$ cat src/rtl/iob_cache_front_end.sv
// iob_cache_front_end: IOB slave front end driving the cache data port.
// Define IOB_CACHE_CTRL_IO_EN to route address-MSB requests to the control-register port.
module iob_cache_front_end #(
    parameter int ADDR_W = 24,
    parameter int DATA_W = 32
) (
    input  logic                                     clk_i,
    input  logic                                     arst_i,
    input  logic                                     iob_avalid_i,
    input  logic [ADDR_W-1:0]                        iob_addr_i,
    input  logic [DATA_W-1:0]                        iob_wdata_i,
    input  logic [DATA_W/8-1:0]                      iob_wstrb_i,
    output logic                                     iob_ready_o,
    output logic                                     iob_rvalid_o,
    output logic [DATA_W-1:0]                        iob_rdata_o,
    output logic                                     data_req_o,
    output logic [ADDR_W-$clog2(DATA_W/8)-1:0]       data_addr_o,
    output logic [DATA_W-1:0]                        data_wdata_o,
    output logic [DATA_W/8-1:0]                      data_wstrb_o,
    input  logic [DATA_W-1:0]                        data_rdata_i,
    input  logic                                     data_ack_i,
    output logic                                     ctrl_req_o,
    output logic                                     ctrl_we_o,
    output logic [3:0]                               ctrl_addr_o,
    output logic [DATA_W-1:0]                        ctrl_wdata_o,
    input  logic [DATA_W-1:0]                        ctrl_rdata_i
);
    localparam int NBYTES   = DATA_W / 8;
    localparam int NBYTES_W = $clog2(NBYTES);

    typedef enum logic [1:0] {IDLE, DATA_WAIT, CTRL_RESP} state_t;

    state_t                     r_state, w_next;
    logic [ADDR_W-NBYTES_W-1:0] r_addr;
    logic [DATA_W-1:0]          r_wdata, r_rdata;
    logic [NBYTES-1:0]          r_wstrb;
    logic                       r_rvalid;
    logic                       w_accept, w_ctrl, w_data_ack, w_data_rd, w_ctrl_rd;
    logic [DATA_W-1:0]          w_ctrl_rdata;
    logic                       w_unused;

    assign w_data_ack   = (r_state == DATA_WAIT) & data_ack_i;
    assign w_data_rd    = w_data_ack & ~|r_wstrb;
    assign iob_ready_o  = (r_state == IDLE) | w_data_ack;
    assign w_accept     = iob_avalid_i & iob_ready_o;
    assign data_req_o   = r_state == DATA_WAIT;
    assign data_addr_o  = r_addr;
    assign data_wdata_o = r_wdata;
    assign data_wstrb_o = r_wstrb;
    assign iob_rvalid_o = r_rvalid;
    assign iob_rdata_o  = r_rdata;

    // a new acceptance always wins, which gives back-to-back data requests without a bubble
    always_comb begin
        w_next = !w_accept ? ((w_data_ack | (r_state == CTRL_RESP)) ? IDLE : r_state)
                           : (w_ctrl ? CTRL_RESP : DATA_WAIT);
    end

    always_ff @(posedge clk_i or posedge arst_i) begin
        if (arst_i) begin
            r_state  <= IDLE;
            r_addr   <= '0;
            r_wdata  <= '0;
            r_wstrb  <= '0;
            r_rvalid <= 1'b0;
            r_rdata  <= '0;
        end else begin
            r_state  <= w_next;
            r_rvalid <= w_data_rd | w_ctrl_rd;
            if (w_data_rd)
                r_rdata <= data_rdata_i;
            else if (w_ctrl_rd)
                r_rdata <= w_ctrl_rdata;
            if (w_accept & ~w_ctrl) begin
                r_addr  <= iob_addr_i[ADDR_W-1:NBYTES_W];
                r_wdata <= iob_wdata_i;
                r_wstrb <= iob_wstrb_i;
            end
        end
    end

`ifdef IOB_CACHE_CTRL_IO_EN
    logic        r_ctrl_we;
    logic [3:0]  r_ctrl_addr;
    logic [DATA_W-1:0] r_ctrl_wdata;

    assign w_ctrl       = iob_addr_i[ADDR_W-1];
    assign ctrl_req_o   = r_state == CTRL_RESP;
    assign ctrl_we_o    = ctrl_req_o & r_ctrl_we;
    assign ctrl_addr_o  = r_ctrl_addr;
    assign ctrl_wdata_o = r_ctrl_wdata;
    assign w_ctrl_rd    = ctrl_req_o & ~r_ctrl_we;
    assign w_ctrl_rdata = ctrl_rdata_i;
    assign w_unused     = ^iob_addr_i[NBYTES_W-1:0];

    always_ff @(posedge clk_i or posedge arst_i) begin
        if (arst_i) begin
            r_ctrl_we    <= 1'b0;
            r_ctrl_addr  <= '0;
            r_ctrl_wdata <= '0;
        end else if (w_accept & w_ctrl) begin
            r_ctrl_we    <= |iob_wstrb_i;
            r_ctrl_addr  <= iob_addr_i[5:2];
            r_ctrl_wdata <= iob_wdata_i;
        end
    end
`else
    assign w_ctrl       = 1'b0;
    assign ctrl_req_o   = 1'b0;
    assign ctrl_we_o    = 1'b0;
    assign ctrl_addr_o  = '0;
    assign ctrl_wdata_o = '0;
    assign w_ctrl_rd    = 1'b0;
    assign w_ctrl_rdata = '0;
    assign w_unused     = ^{ctrl_rdata_i, iob_addr_i[NBYTES_W-1:0]};
`endif

endmodule

$ cat config.mk
export PLATFORM = sky130hd
export DESIGN_NAME = iob_cache_front_end
export DESIGN_NICKNAME = d
export VERILOG_FILES = /design/src/rtl/iob_cache_front_end.sv
export SDC_FILE = /design/constraint.sdc
export NUM_CORES = 1
export LEC_CHECK = 0
export ABC_AREA = 1
export CAP_MARGIN = 10
export CORE_ASPECT_RATIO = 2
export CORE_MARGIN = 2
export CORE_UTILIZATION = 35
export DETAILED_ROUTE_END_ITERATION = 8
export PLACE_DENSITY = 0.78
export SLEW_MARGIN = 15
export SYNTH_ARGS = -nofsm -noshare
export SYNTH_HDL_FRONTEND = slang
export SYNTH_SLANG_ARGS = --single-unit
$ cat constraint.sdc
create_clock -name clk_i -period 3.1 [get_ports clk_i]
set_input_delay 0.31 -clock clk_i [delete_from_list [all_inputs] [get_ports clk_i]]
set_output_delay 0.31 -clock clk_i [all_outputs]
set_load 0.005 [all_outputs]
==> metrics.md, run 1 <==
| Metric | Value |
|---|---|
| Drt wl/cell | `around 15 um` |
| Compound-gate portion of the synthesized area | `0%` |
| Mux share of post-synthesis cell area | `0%` |
| Htree depth | `3` |
| Endpoints failing setup | `0` |
| Worst-case clock buffer depth | `2` |
| Post-CTS setup buffer count | `0` |
| Least-Margin Pin Slew | `about 0.65 ns` |
| Fmax | `~470 MHz` |
| MaxCap Viol Count | `0` |
| Initial DRC count | `about 110` |
| Synth async-reset ratio | `100%` |
| Via Count | `between 3,000 and 4,000` |
| RSZ-0062 raised after global routing | `no` |
| First-pass GRT wire length | `approximately 17,000 um` |
| Avg Cell Area, Syn | `between 9 and 10 um^2` |
| Top post-synthesis cells by count | `nand2_1 (182), dfrtp_1 (92), nand3_1 (58)` |
| Crit end category | `output pin` |
| Net Sw Frac | `between 20% and 30%` |
| Clk_lat worst skew | `approximately 0.33 ns` |
| Nets | `744` |
| Synth area leader | `dfrtp_1` |
| HPWL Detailed | `between 8000 and 9000 um` |
| Die area | `12,300 um^2` |
| Sink Count | `92` |
| Crit path arrival time | `1.81 ns` |
| P per Cell Area | `663 nW/um^2` |
| Period utilisation layout | `68.3%` |
| Relative slew slack | `56.7%` |
| Setup Total Neg Slack | `0 ns` |
| Dominant combinational cell family by area after synthesis | `simple AND/OR/NAND/NOR gates` |
| Worst-path fanout max | `26` |
| PostCTS Resize Cnt | `0` |
| Final Core Density | `a little over half` |
| Total wire length | `approximately 11,000 um` |
| CTS tree | `built` |
| Worst hold path type | `in2async` |
| Tmin final | `~2.1 ns` |
| Total congestion overflow | `0` |
| Slew Limit Fails | `0` |
| Final GP Congestion | `0.743` |
| P_leak | `between 2 and 3 nW` |
| Area of the mapped netlist | `between 3000 and 4000 um^2` |
| Vias in the first global route | `3,408` |
| Sequential area share after synthesis | `57.6%` |
| Top FF cell, synth | `dfrtp_1` |
| Status | `finished, final reports clean` |
| Synth Area in Simple Gates | `a little under a third` |
| Post-synth top area share | `approximately 58%` |
| CTS Root Cell | `clkbuf_16` |
| CTS Buf Count | `9` |
| Clk_skew | `around 0.0064 ns` |
| Chip width | `a little under 80 um` |
| Crit path kind | `in2out` |
| Top post-synthesis cells by area | `dfrtp_1 (58%), nand2_1 (17%), buf_4 (7.9%)` |
| Via density | `~4.7` |
| Core Region | `between 10,000 and 15,000 um^2` |
| # port buffers | `186` |
| Clock share of power | `28.2%` |
| Number of synthesized flops with an enable pin | `0` |
| Antenna Nets Post-Route | `0` |
| Ratio of cells with drive above 1 in the final layout | `4.84%` |
| Combinational power share | `a little under a third` |
| Internal cell power | `about 3 mW` |
| Synth Register Bits | `92` |
| Antenna diodes | `0` |
| Peak VDD IR | `0.339 mV` |
| Clock Pin Slew Worst Setup and Hold Paths | `~0.060 ns` |
| Die H | `155 um` |
| Ys Warns | `0` |
| Largest net degree at the start of global routing | `just under 60` |
| Critical Path RT | `about 2.8 ns` |
| Area Growth Syn to Fin | `52.2%` |
| Initial antenna violation count | `0` |
| Drt pass-1 iters | `6` |
| Cell Rows | `55` |
| Synth unique cells | `13` |
| Post-CTS Hold Buffers | `0` |
| Post-Syn Instances | `between 400 and 500` |
| Overall Global Routing Usage | `between 10% and 20%` |
| Post-synthesis adder-cell area fraction | `0%` |
| Most frequent cell after synthesis | `nand2_1` |
| Xor/xnor share of the synthesized area | `0%` |
| Final Hold Fails | `0` |
| Drt drc | `0` |
| Initial cell density of the core | `35.6%` |
| Crit start category | `primary input` |
| Sequential share of power | `between 40% and 50%` |
| P_sw | `1.09 mW` |
| IO Count | `259` |
==> state kept, by name, summed over array words and instances (netlist names) <==
register,flops
iob_rdata_o,32
r_state,1
data_wdata_o,32
data_addr_o,22
iob_rvalid_o,1
data_wstrb_o,4
==> cells in the final DEF (no fill, tap or decap) <==
cell             synthesis  routed
clkdlybuf4s50_1          0     185
nand2_1                182     182
dfrtp_1                 92      92
nand3_1                 58      58
conb_1                   1      38
nand4_1                 32      32
clkbuf_16                0       9
buf_4                   42       8
inv_2                    2       2
nor2_4                   2       2
nand2_2                  2       2
bufinv_16                0       2
clkbuf_1                 0       2
clkinvlp_4               0       2
nand3_2                  1       1
inv_1                    2       1
inv_4                    0       1
buf_2                   26       1
==> critical path, cell delays in order <==
cell	delay, ns
clkdlybuf4s50_1	0.47
inv_1	0.05
nand2_2	0.37
clkdlybuf4s50_1	0.59
==> kinds of logic after synthesis <==
logic type | after synthesis
and+or+nand+nor | 277
other | 1
buffers and inverters | 73
DFF | 92
==> path summary, 6_finish.rpt <==
kind | cells after the start | startpoint | slack, ns | end
min in group clk_i | 2 | data_wdata_o[5] | 0.47 | data_wdata_o[5]
max in group asynchronous | 3 | arst_i | 1.97 | iob_rdata_o[28]
max reg2reg | 5 | data_wstrb_o[0] | 1.17 | iob_rdata_o[26]
min | 2 | arst_i | 0.32 | iob_rdata_o[9]
min reg2reg | 2 | data_wdata_o[5] | 0.47 | data_wdata_o[5]
max | 4 | data_ack_i | 0.98 | iob_ready_o
==> stage by stage <==
stage | hold WS [ns] | setup slack (ns) | power [mW] | area [um^2] | std cells
final | 0.321 | 0.982 | 4.03 | 6080 | 762
after detailed placement | 0.459 | 0.809 | 2.93 | 5780 | 747
after CTS | 0.326 | 0.970 | 4.09 | 6080 | 762
after floorplan | 0.455 | 0.398 | 2.12 | 4140 | 480
after global placement | 0.455 | 0.864 | 2.89 | 5780 | 747
after global routing | 0.349 | 0.875 | 4.29 | 6080 | 762
==> final cells by class <==
class | count | area, um^2
Fill cell | 994 | 5130
Timing Repair Buffer | 194 | 1920
Multi-Input combinational cell | 315 | 1360
Inverter | 4 | 17.5
Clock inverter | 4 | 75.1
Tap cell | 142 | 178
Sequential cell | 92 | 2300
Clock buffer | 11 | 233
==> power by group through the flow <==
stage | Clock, mW | Sequential [mW] | Combinational, mW
2_1_floorplan | 0 | 1.70 | 0.418
3_3_place_gp | 0 | 1.67 | 1.22
3_5_place_dp | 0 | 1.69 | 1.24
4_1_cts | 1.17 | 1.67 | 1.24
5_1_grt | 1.23 | 1.71 | 1.35
6_report | 1.14 | 1.67 | 1.23
==> routing by layer <==
layer	vias up	global-route usage, %	wire (um)
met5	-	0	0
met4	0	6.24	231
met3	16	5.16	907
met2	179	32.3	6030
met1	1681	19.8	4070
li1	1697	-	-
Power figures use the tool's default switching activity.
==> inputs of run 2 (changes only) <==
--- a/config.mk
+++ b/config.mk
@@ -9,9 +9,9 @@
 export CAP_MARGIN = 10
 export CORE_ASPECT_RATIO = 2
 export CORE_MARGIN = 2
-export CORE_UTILIZATION = 35
+export CORE_UTILIZATION = 33
 export DETAILED_ROUTE_END_ITERATION = 8
-export PLACE_DENSITY = 0.78
+export PLACE_DENSITY = 0.77
 export SLEW_MARGIN = 15
 export SYNTH_ARGS = -nofsm -noshare
 export SYNTH_HDL_FRONTEND = slang
==> constraint.sdc (replaced) <==
create_clock -name clk_i -period 1.92 [get_ports clk_i]
set_input_delay 0.192 -clock clk_i [delete_from_list [all_inputs] [get_ports clk_i]]
set_output_delay 0.192 -clock clk_i [all_outputs]
set_load 0.005 [all_outputs]
==> metrics.md, run 2 (synthesized netlist as in run 1, its figures left out) <==
| Metric | Value |
|---|---|
| Status | `finished, final reports clean` |
| Fmax | `about 620 MHz` |
| Htree depth | `3` |
| Endpoints failing setup | `0` |
| Worst hold path type | `in2reg` |
| Final Hold Fails | `0` |
| WHS Endpoint | `r_state[0]` |
| Overall Global Routing Usage | `approximately 17%` |
| Worst-case clock buffer depth | `2` |
| Clock Pin Slew Worst Setup and Hold Paths | `approximately 0.06 ns` |
| R2R Path End | `iob_rdata_o[25]` |
| Chip width | `between 80 and 90 um` |
| Commonest non-fill, non-tap cell in the layout | `clkdlybuf4s50_1` |
| Final Non-Filler Cells | `roughly 770` |
| Drt drc | `0` |
| Initial cell density of the core | `~34%` |
| Crit path arrival time | `about 1.4 ns` |
| Fin Hold WS | `0.253 ns` |
| Crit start category | `flip-flop` |
| Cell Rows | `between 50 and 60` |
| IO Count | `259` |
| Sink Count | `92` |
| Finished Cell Area | `about 6200 um^2` |
| Crit path kind | `reg2out` |
| Tmin final | `1.60 ns` |
| Initial DRC count | `between 150 and 200` |
| Post-CTS Hold Buffers | `0` |
| RSZ-0062 raised after global routing | `no` |
| Worst-case reg-to-reg path depth | `5` |
| Slew Limit Fails | `0` |
| Total congestion overflow | `0` |
| PostCTS Resize Cnt | `0` |
| P per Cell Area | `between 1000 and 1500 nW/um^2` |
| Ratio of cells with drive above 1 in the final layout | `~5.1%` |
| Largest net degree at the start of global routing | `93` |
| Antenna Nets Post-Route | `0` |
| Nets | `746` |
| CTS Root Cell | `clkbuf_16` |
| CTS tree | `built` |
| Via Count | `3,509` |
| FILL cells | `1,087` |
| Critical Path RT | `1.73 ns` |
| Dpl cell area | `5820 um^2` |
| Launch point of the worst reg-to-reg path | `data_wstrb_o[2]` |
| HPWL Detailed | `~8000 um` |
| Critical-path top delay cell | `clkdlybuf4s50_1` |
| Hold path depth | `3` |
| Least-Margin Pin Slew | `between 0.6 and 0.7 ns` |
| Clk_lat worst skew | `approximately 0.33 ns` |
| Die H | `between 150 and 200 um` |
| Final Core Density | `a little over half` |
| Crit end category | `output pin` |
| Core Region | `about 12,000 um^2` |
| Final GP Congestion | `roughly 0.72` |
| Setup Total Neg Slack | `0 ns` |
| # port buffers | `between 150 and 200` |
| MaxCap Viol Count | `0` |
| HP Start | `iob_avalid_i` |
| Dpl cells | `752` |
| Clk_skew | `0.00905 ns` |
| Total wire length | `around 11,000 um` |
| Worst-path fanout max | `5` |
| Drt pass-1 iters | `4` |
| First-pass GRT wire length | `approximately 17,000 um` |
| Initial antenna violation count | `0` |
| CTS Buf Count | `9` |
| P_leak | `2.99 nW` |
| Relative slew slack | `about three fifths` |
| Die area | `between 10,000 and 15,000 um^2` |
| Drt wl/cell | `roughly 14 um` |
| Most frequent cells in the layout | `clkdlybuf4s50_1 (185), nand2_1 (182), dfrtp_1 (92), nand3_1 (58), conb_1 (38)` |
| Via density | `between 4 and 5` |
| Antenna diodes | `0` |
| Peak VDD IR | `~0.77 mV` |
| Vias in the first global route | `3,518` |
| Crit-path cells | `nand2_2, clkdlybuf4s50_1` |
| Area Growth Syn to Fin | `54.0%` |
| R2R Setup Slk | `about 0.58 ns` |
| Post-CTS setup buffer count | `0` |
| Crit-path max cell delay | `about 0.56 ns` |
| Period utilisation layout | `between 80% and 90%` |
## run 2: cell count changes in the layout (fill, tap and decap cells not counted), sizes merged
cell / previous run / this run
buf: 9 / 11
clkbuf: 11 / 12
inv: 4 / 3
bufinv: 2 / 3
## run 2: final cells by class
| type | instances | area [um^2] | share of cell area [%] |
|---|---|---|---|
| clock inverters | 4 | 97.6 | 1.59 |
| clock buffers | 12 | 236 | 3.84 |
| inverters | 4 | 18.8 | 0.305 |
| flip-flops and latches | 92 | 2300 | 37.4 |
| repair buffers | 196 | 1960 | 31.8 |
| multi-input cells | 315 | 1360 | 22.1 |
| well taps | 145 | 181 | 2.95 |
## run 2: where the power goes
part | internal, mW | switching (mW) | total (mW)
Sequential | 2.42 | 0.262 | 2.68
Clock | 1.27 | 0.694 | 1.97
Combinational | 1.21 | 0.791 | 2.00
Total | 4.90 | 1.75 | 6.65
## run 2: per-stage QoR
step,setup WS [ns],total power [mW]
floorplan,0.650,3.42
global placement,0.334,4.67
detailed placement,0.312,4.74
CTS,0.291,6.76
global route,0.253,7.11
finish,0.316,6.65
## run 2: worst max-delay path: cells and delay by family (launching register included)
family	cells	cell delay, ns
buffers and inverters	1	0.56
flip-flops	1	0.40
AND/OR/NAND/NOR	1	0.14
## run 2: worst max-delay path by stage
stage,start,cells after the start,endpoint,slack [ns]
final,r_state[0],2,iob_ready_o,0.32
after global routing,r_state[0],2,iob_ready_o,0.25
after CTS,r_state[0],2,iob_ready_o,0.29
after detailed placement,data_ack_i,6,data_wdata_o[4],0.31
after global placement,data_ack_i,6,data_wdata_o[1],0.33
after floorplan,arst_i,1,data_addr_o[0],0.65
## run 2: layer usage
layer,up-vias,GRT usage (%),routed length [um]
met5,-,0,0
met1,1590,18.7,4010
li1,1704,-,-
met2,184,29.1,5650
met4,0,8.33,465
met3,31,4.97,892
